### config.mk
export PLATFORM = sky130hd
export DESIGN_NAME = ps2_kbd_ctrl
export DESIGN_NICKNAME = d
export VERILOG_FILES = /design/src/rtl/ps2_kbd_ctrl.sv
export SDC_FILE = /design/constraint.sdc
export NUM_CORES = 1
export LEC_CHECK = 0
export BUFFER_PORTS_ARGS = -buffer_cell sky130_fd_sc_hd__buf_2
export CORE_UTILIZATION = 54
export CTS_CLUSTER_DIAMETER = 100
export CTS_CLUSTER_SIZE = 25
export DETAILED_ROUTE_END_ITERATION = 12
export GPL_ROUTABILITY_DRIVEN = 0
export PLACE_DENSITY = 0.78
export SETUP_SLACK_MARGIN = 0.05
export SLEW_MARGIN = 15
export SYNTH_ARGS = -nofsm -noshare
export SYNTH_HDL_FRONTEND = slang
export SYNTH_SLANG_ARGS = --single-unit
### constraint.sdc
create_clock -name clk -period 1.7 [get_ports clk]
set_input_delay 0.51 -clock clk [delete_from_list [all_inputs] [get_ports clk]]
set_output_delay 0.51 -clock clk [all_outputs]
set_load 0.02 [all_outputs]
### src/rtl/ps2_kbd_ctrl.sv
// PS/2 keyboard scan-code decoder: pops bytes from a receiver FIFO, folds E0/F0 prefixes
// into key events with valid/ready handshake. Define PS2_KBD_CTRL_REPEAT_FILTER_EN to drop typematic repeats.
module ps2_kbd_ctrl #(
  parameter int CNT_W = 8
) (
  input  logic             clk,
  input  logic             rst,
  input  logic [7:0]       kbd_data,
  input  logic             kbd_ready,
  input  logic             kbd_overflow,
  output logic             kbd_nextdata_n,
  output logic             evt_valid,
  input  logic             evt_ready,
  output logic [7:0]       evt_code,
  output logic             evt_ext,
  output logic             evt_release,
  output logic             key_held,
  output logic [CNT_W-1:0] press_cnt,
  output logic             ovf_err
);

  typedef enum logic [2:0] {IDLE, POP, SETTLE, DECODE, EMIT} state_e;

  state_e             state_q, state_d;
  logic [7:0]         data_q, data_d;
  logic               brk_q, brk_d;
  logic               ext_q, ext_d;
  logic [7:0]         code_q, code_d;
  logic               evt_ext_q, evt_ext_d;
  logic               evt_rel_q, evt_rel_d;
  logic [8:0]         last_make_q, last_make_d;
  logic               held_q, held_d;
  logic [CNT_W-1:0]   cnt_q, cnt_d;
  logic               ovf_q, ovf_d;
  logic               nextdata_n_q, nextdata_n_d;
  logic               drop_repeat;

`ifdef PS2_KBD_CTRL_REPEAT_FILTER_EN
  assign drop_repeat = !brk_q && held_q && ({ext_q, data_q} == last_make_q);
`else
  assign drop_repeat = 1'b0;
`endif

  // NOTE: every _d gets a default before the case so no path leaves a latch behind.
  always_comb begin
    state_d     = state_q;
    data_d      = data_q;
    brk_d       = brk_q;
    ext_d       = ext_q;
    code_d      = code_q;
    evt_ext_d   = evt_ext_q;
    evt_rel_d   = evt_rel_q;
    last_make_d = last_make_q;
    held_d      = held_q;
    cnt_d       = cnt_q;
    ovf_d       = ovf_q | kbd_overflow;
    case (state_q)
      IDLE: begin
        if (kbd_ready) begin
          data_d  = kbd_data;
          state_d = POP;
        end
      end
      POP:    state_d = SETTLE;
      SETTLE: state_d = DECODE;
      DECODE: begin
        state_d = IDLE;
        if (data_q == 8'hF0) begin
          brk_d = 1'b1;
        end else if (data_q == 8'hE0) begin
          ext_d = 1'b1;
        end else if (drop_repeat) begin
          brk_d = 1'b0;
          ext_d = 1'b0;
        end else begin
          code_d    = data_q;
          evt_ext_d = ext_q;
          evt_rel_d = brk_q;
          state_d   = EMIT;
        end
      end
      EMIT: begin
        // Stall here without popping so the receiver FIFO absorbs backpressure.
        if (evt_ready) begin
          brk_d   = 1'b0;
          ext_d   = 1'b0;
          state_d = IDLE;
          if (evt_rel_q) begin
            if ({evt_ext_q, code_q} == last_make_q) held_d = 1'b0;
          end else begin
            last_make_d = {evt_ext_q, code_q};
            held_d      = 1'b1;
            cnt_d       = cnt_q + CNT_W'(1);
          end
        end
      end
      default: state_d = IDLE;
    endcase
    // Strobe is registered: low exactly while the state register holds POP.
    nextdata_n_d = (state_d != POP);
  end

  // NOTE: state registers use non-blocking assignments so all flops update together on the edge.
  always_ff @(posedge clk or posedge rst) begin
    if (rst) begin
      state_q      <= IDLE;
      data_q       <= 8'h00;
      brk_q        <= 1'b0;
      ext_q        <= 1'b0;
      code_q       <= 8'h00;
      evt_ext_q    <= 1'b0;
      evt_rel_q    <= 1'b0;
      last_make_q  <= 9'h000;
      held_q       <= 1'b0;
      cnt_q        <= '0;
      ovf_q        <= 1'b0;
      nextdata_n_q <= 1'b1;
    end else begin
      state_q      <= state_d;
      data_q       <= data_d;
      brk_q        <= brk_d;
      ext_q        <= ext_d;
      code_q       <= code_d;
      evt_ext_q    <= evt_ext_d;
      evt_rel_q    <= evt_rel_d;
      last_make_q  <= last_make_d;
      held_q       <= held_d;
      cnt_q        <= cnt_d;
      ovf_q        <= ovf_d;
      nextdata_n_q <= nextdata_n_d;
    end
  end

  assign kbd_nextdata_n = nextdata_n_q;
  assign evt_valid      = (state_q == EMIT);
  assign evt_code       = code_q;
  assign evt_ext        = evt_ext_q;
  assign evt_release    = evt_rel_q;
  assign key_held       = held_q;
  assign press_cnt      = cnt_q;
  assign ovf_err        = ovf_q;

endmodule

Word-level counts from Yosys, hierarchy flattened
Index checks and enable logic that the tools add are counted.
- logic and storage cells: 51
- register bits after elaboration: 43
- bits of input ports: 13
- reductions and logical operators: 8
- $add $sub $neg: 1
- bitwise logic cells: 4
- equal/unequal tests: 13
- multiplexer cells: 13
- operator list (cell ; count):
    $eq A8 B8 Y1 const B ; 2
    $pmux W3 S5 ; 1
    $mux W3 ; 4
    $reduce_and A3 Y1 ; 4
    $eq A9 B9 Y1 ; 1
    $add A8 B1 Y8 const B ; 1
    $eq A3 B2 Y1 const B ; 2
    $mux W1 ; 6
    $ne A2 B2 Y1 const B ; 3
    $ne A2 B1 Y1 const B ; 2
    $pmux W1 S2 ; 2
    $reduce_and A4 Y1 ; 1
    $eq A3 B1 Y1 const B ; 1
    $eq A3 B3 Y1 const B ; 1
    $logic_not A3 Y1 ; 1
    $ne A3 B1 Y1 const B ; 1
    $not A1 Y1 ; 3
    $reduce_and A2 Y1 ; 1
    $reduce_bool A2 Y1 ; 1
    $or A1 B1 Y1 ; 1

Longest topological paths before layout
- depth in word-level cells: 5
- mapped depth: 6

Least setup slack after synthesis
No wires, ideal clock.
- path type: register -> register
- start point: register state_q[0]
- end point: register last_make_q[1]
- data arrival time: 1.455 ns
- cell stages (with the launch flop): 6
- setup slack: 0.120 ns
- required time: 1.575 ns
- buffers on the path: 2
- cell sequence: dfrtp_1 buf_2 nand4bb_2 nor2_4 buf_6 mux2_2
- cells in the longest elaborated chain, start to end: 2
- RTL lines (element ; line ; text):
    from (decl) ; 24 ; state_e state_q, state_d;
    from (signal assigned) ; 119 ; state_q <= state_d;
    $eq A3 B3 Y1 ; 57 ; case (state_q)
    $reduce_and A3 Y1 (no source line) ; n/a ;
    to (signal assigned) ; 126 ; last_make_q <= last_make_d;
    to (decl) ; 31 ; logic [8:0] last_make_q, last_make_d;
Every way passes these cells.
A chain may end at the register's enable or synchronous reset.

Worst setup path in the final report
- start point: register state_q[1]
- end point: output evt_valid
- cells in the longest elaborated chain, start to end: 1
- RTL lines (element ; line ; text):
    $eq A3 B3 Y1 ; 135 ; assign evt_valid = (state_q == EMIT);
    to (decl) ; 12 ; output logic evt_valid,
Every way passes these cells.

==> run metrics <==
fin cells=240; RSZ-0062 raised after global routing=yes; GRT Resource Usage Total=21.5%; WL/cell=15.6 um; DR iter-0 viols=41; combinational share of power=45.1%; Pleak=1.18 nW; Sw Share=35.5%; CP Capture Type=output pin; ranking of synthesized cells by area=dfrtp_1, mux2_2, mux2_4; status=finished, violations left; post-synth top area cell=dfrtp_1; ANT cells=0; max_slew headroom=71.4%; Peak VDD IR=1260 uV; largest net degree at the start of global routing=43; Die X=60.8 um; Slew Limit Fails=0; Setup crit start kind=flop; Syn Nets=146; critical path's slowest cell=dfrtp_1; Initial Utilization=59.1%; placed cells=220; initial antenna violation count=0; Worst EP required=1.19 ns; clock group share of total power=13.0%; Root Driver=clkbuf_4; Core Util, Final=76.2%; drc violations=0; Reg power frac=42.0%; post-DR vias/cell=5.18; Routed Antenna Nets=0; Layout area overhead=28.8%; htree depth=2; P_sw=1.51 mW; arrival time at the worst endpoint=1.24 ns; r2r endpoint=evt_code[0]; I/O pin count=35; grt total ovfl=0; num rows=20; FF-to-FF setup slack=0.07 ns; synthesized flop and latch total=43; CTS tree=done; clock buffer depth=2; I/O Buffers=34; nets=209; FF-to-FF Start=state_q[2]; design area=2400 sq um; 1st-pass router iterations=4; endpoints failing setup=1; async set or reset register ratio after synthesis=100%; Max Clock Skew=0.00963 ns; worst-margin pin slew=0.428 ns; Post-synth EDFFs=0; failing checks=setup timing; number of global-route vias before repair=1,245; die height=60.8 um; Skew-Pair Late Insertion Delay=0.35 ns; dpl ws=-0.313 ns; critical path's largest stage delay=0.41 ns; placed cell area=2190 sq um; Syn. warnings=0; internal power=2.73 mW; first-pass GRT wire length=5650 um; FMAX=0.573 GHz; MaxCap Viol Count=0; Synth cell types=31; setup ws final=-0.0459 ns; layout cells sized above 1=52.6%; Main synth FF type=dfrtp_1; Worst-path clk slew=0.11 ns; register area share after synthesis=57.8%; Routed Wire Length=3750 um; Synth top area share=56.4%; worst setup path category=reg -> out; Final min period=1.75 ns; Synth Area per Inst=14.1 sq um; die area=3690 sq um; core area=3150 sq um; DP Wirelength=2300 um; via count=1,244; Worst Reg2Reg Path Length in Cells=4; Gate Count Post-Synth=132; Final Hold Vio Count=0; CP Cell Sequence=buf_6, nor3b_2, buf_4; pwr/cell area=1770 nW/um^2; fin crit share=103%; CP Max Fanout=4; worst hold path class=in -> async; CTS Buf Count=5; clock sink count=43; Cell Area, Synth=1860 sq um
layout make-up:
type                       count  area, sq um
clock buffer                   8         68.8
fill                         222          752
inverter                       3         11.3
multi-input combinational     82          777
sequential                    43         1080
tap                           44         55.1
timing repair buffer          60          412
worst max path at each step:
stage	cells after the start	slack, ns	from	to
floorplan	5	0.12	state_q[0]	last_make_q[1]
global placement	4	-0.19	data_q[6]	evt_code[6]
detailed placement	4	-0.31	data_q[6]	evt_code[6]
CTS	3	-0.001	state_q[0]	evt_valid
global route	3	-0.1	state_q[1]	evt_valid
finish	3	-0.05	state_q[1]	evt_valid
critical path: cells and delay by family (launching register included):
family | cells | cell delay (ns)
buffers and inverters | 2 | 0.30
DFF | 1 | 0.41
and+or+nand+nor | 1 | 0.18
stage by stage:
step                hold WS [ns]  TNS [ns]  power [mW]
floorplan                  0.450         0        2.80
global placement           0.377     -1.37        3.29
detailed placement         0.389     -2.61        3.37
CTS                      0.00573  -0.00108        4.10
global route             0.00498   -0.0996        4.48
finish                   0.00338   -0.0459        4.24
metal layers:
| metal | part of all wire [%] | vias up | GRT usage (%) |
|---|---|---|---|
| li1 | - | 583 | - |
| met1 | 42 | 615 | 26.6 |
| met5 | 0 | - | 0 |
| met3 | 4.0 | 7 | 7.89 |
| met2 | 52 | 39 | 35.2 |
| met4 | 2.0 | 0 | 6.82 |
cells by family (layout without fill, tap and decap cells):
group | count (synthesis) | count (layout) | synth area share, %
compound gates | 6 | 6 | 1.88
xor+xnor | 17 | 17 | 7.99
fa+ha+maj | 1 | 1 | 0.671
buf+inv | 7 | 71 | 2.35
flops | 43 | 43 | 57.8
mux | 27 | 27 | 18.1
simple gates | 31 | 31 | 11.2
cells in the mapped netlist (2+ instances only):
| cell | number |
|---|---|
| nand3b_1 | 2 |
| nand4_1 | 4 |
| buf_6 | 2 |
| buf_2 | 2 |
| nor2_1 | 4 |
| inv_1 | 3 |
| nor3_1 | 3 |
| mux2_2 | 17 |
| o21ai_0 | 4 |
| nand2_1 | 6 |
| xor2_1 | 10 |
| mux2_4 | 9 |
| xnor2_1 | 7 |
| dfrtp_1 | 42 |
layout by cell type, fill, tap and decap left out:
cell	count
dfrtp_1	42
nor4b_4	1
and3_1	1
nor3_1	3
nand2b_1	1
o21ai_0	4
nand3_1	1
nor2b_1	1
dfstp_2	1
ha_1	1
or3b_4	1
nor3b_2	1
xnor2_1	7
or2_2	1
buf_2	33
a21o_1	1
clkbuf_8	2
nand3b_1	2
buf_12	2
mux2_2	15
buf_4	20
xor2_1	10
nor2_4	2
buf_6	5
clkbuf_1	1
nor4_1	1
mux2_1	1
o21a_1	1
nor4_4	1
inv_1	3
mux2_4	11
nor2_1	2
nor2_2	1
clkbuf_4	5
nand4_1	4
nand2_1	6
nand4bb_2	1
repair_timing:
action,in CTS,in global routing
gates resized for setup,10,5
setup buffers,7,5
hold buffers,0,0
gates cloned,0,1
pin swaps,1,3
setup endpoints to repair,15,20
flip-flops by register name (all words and copies together), names as in the netlist, 3 cells and up:
| signal | count |
|---|---|
| last_make_q | 9 |
| data_q | 8 |
| press_cnt | 8 |
| state_q | 3 |
| evt_code | 8 |
power groups by stage:
| stage | registers, mW | logic, mW | clock network, mW |
|---|---|---|---|
| floorplan | 1.90 | 0.899 | 0 |
| global placement | 1.74 | 1.55 | 0 |
| detailed placement | 1.77 | 1.60 | 0 |
| CTS | 1.76 | 1.78 | 0.560 |
| global route | 1.83 | 2.04 | 0.605 |
| finish | 1.78 | 1.91 | 0.549 |
No activity file was read; power rests on OpenSTA's default activity.
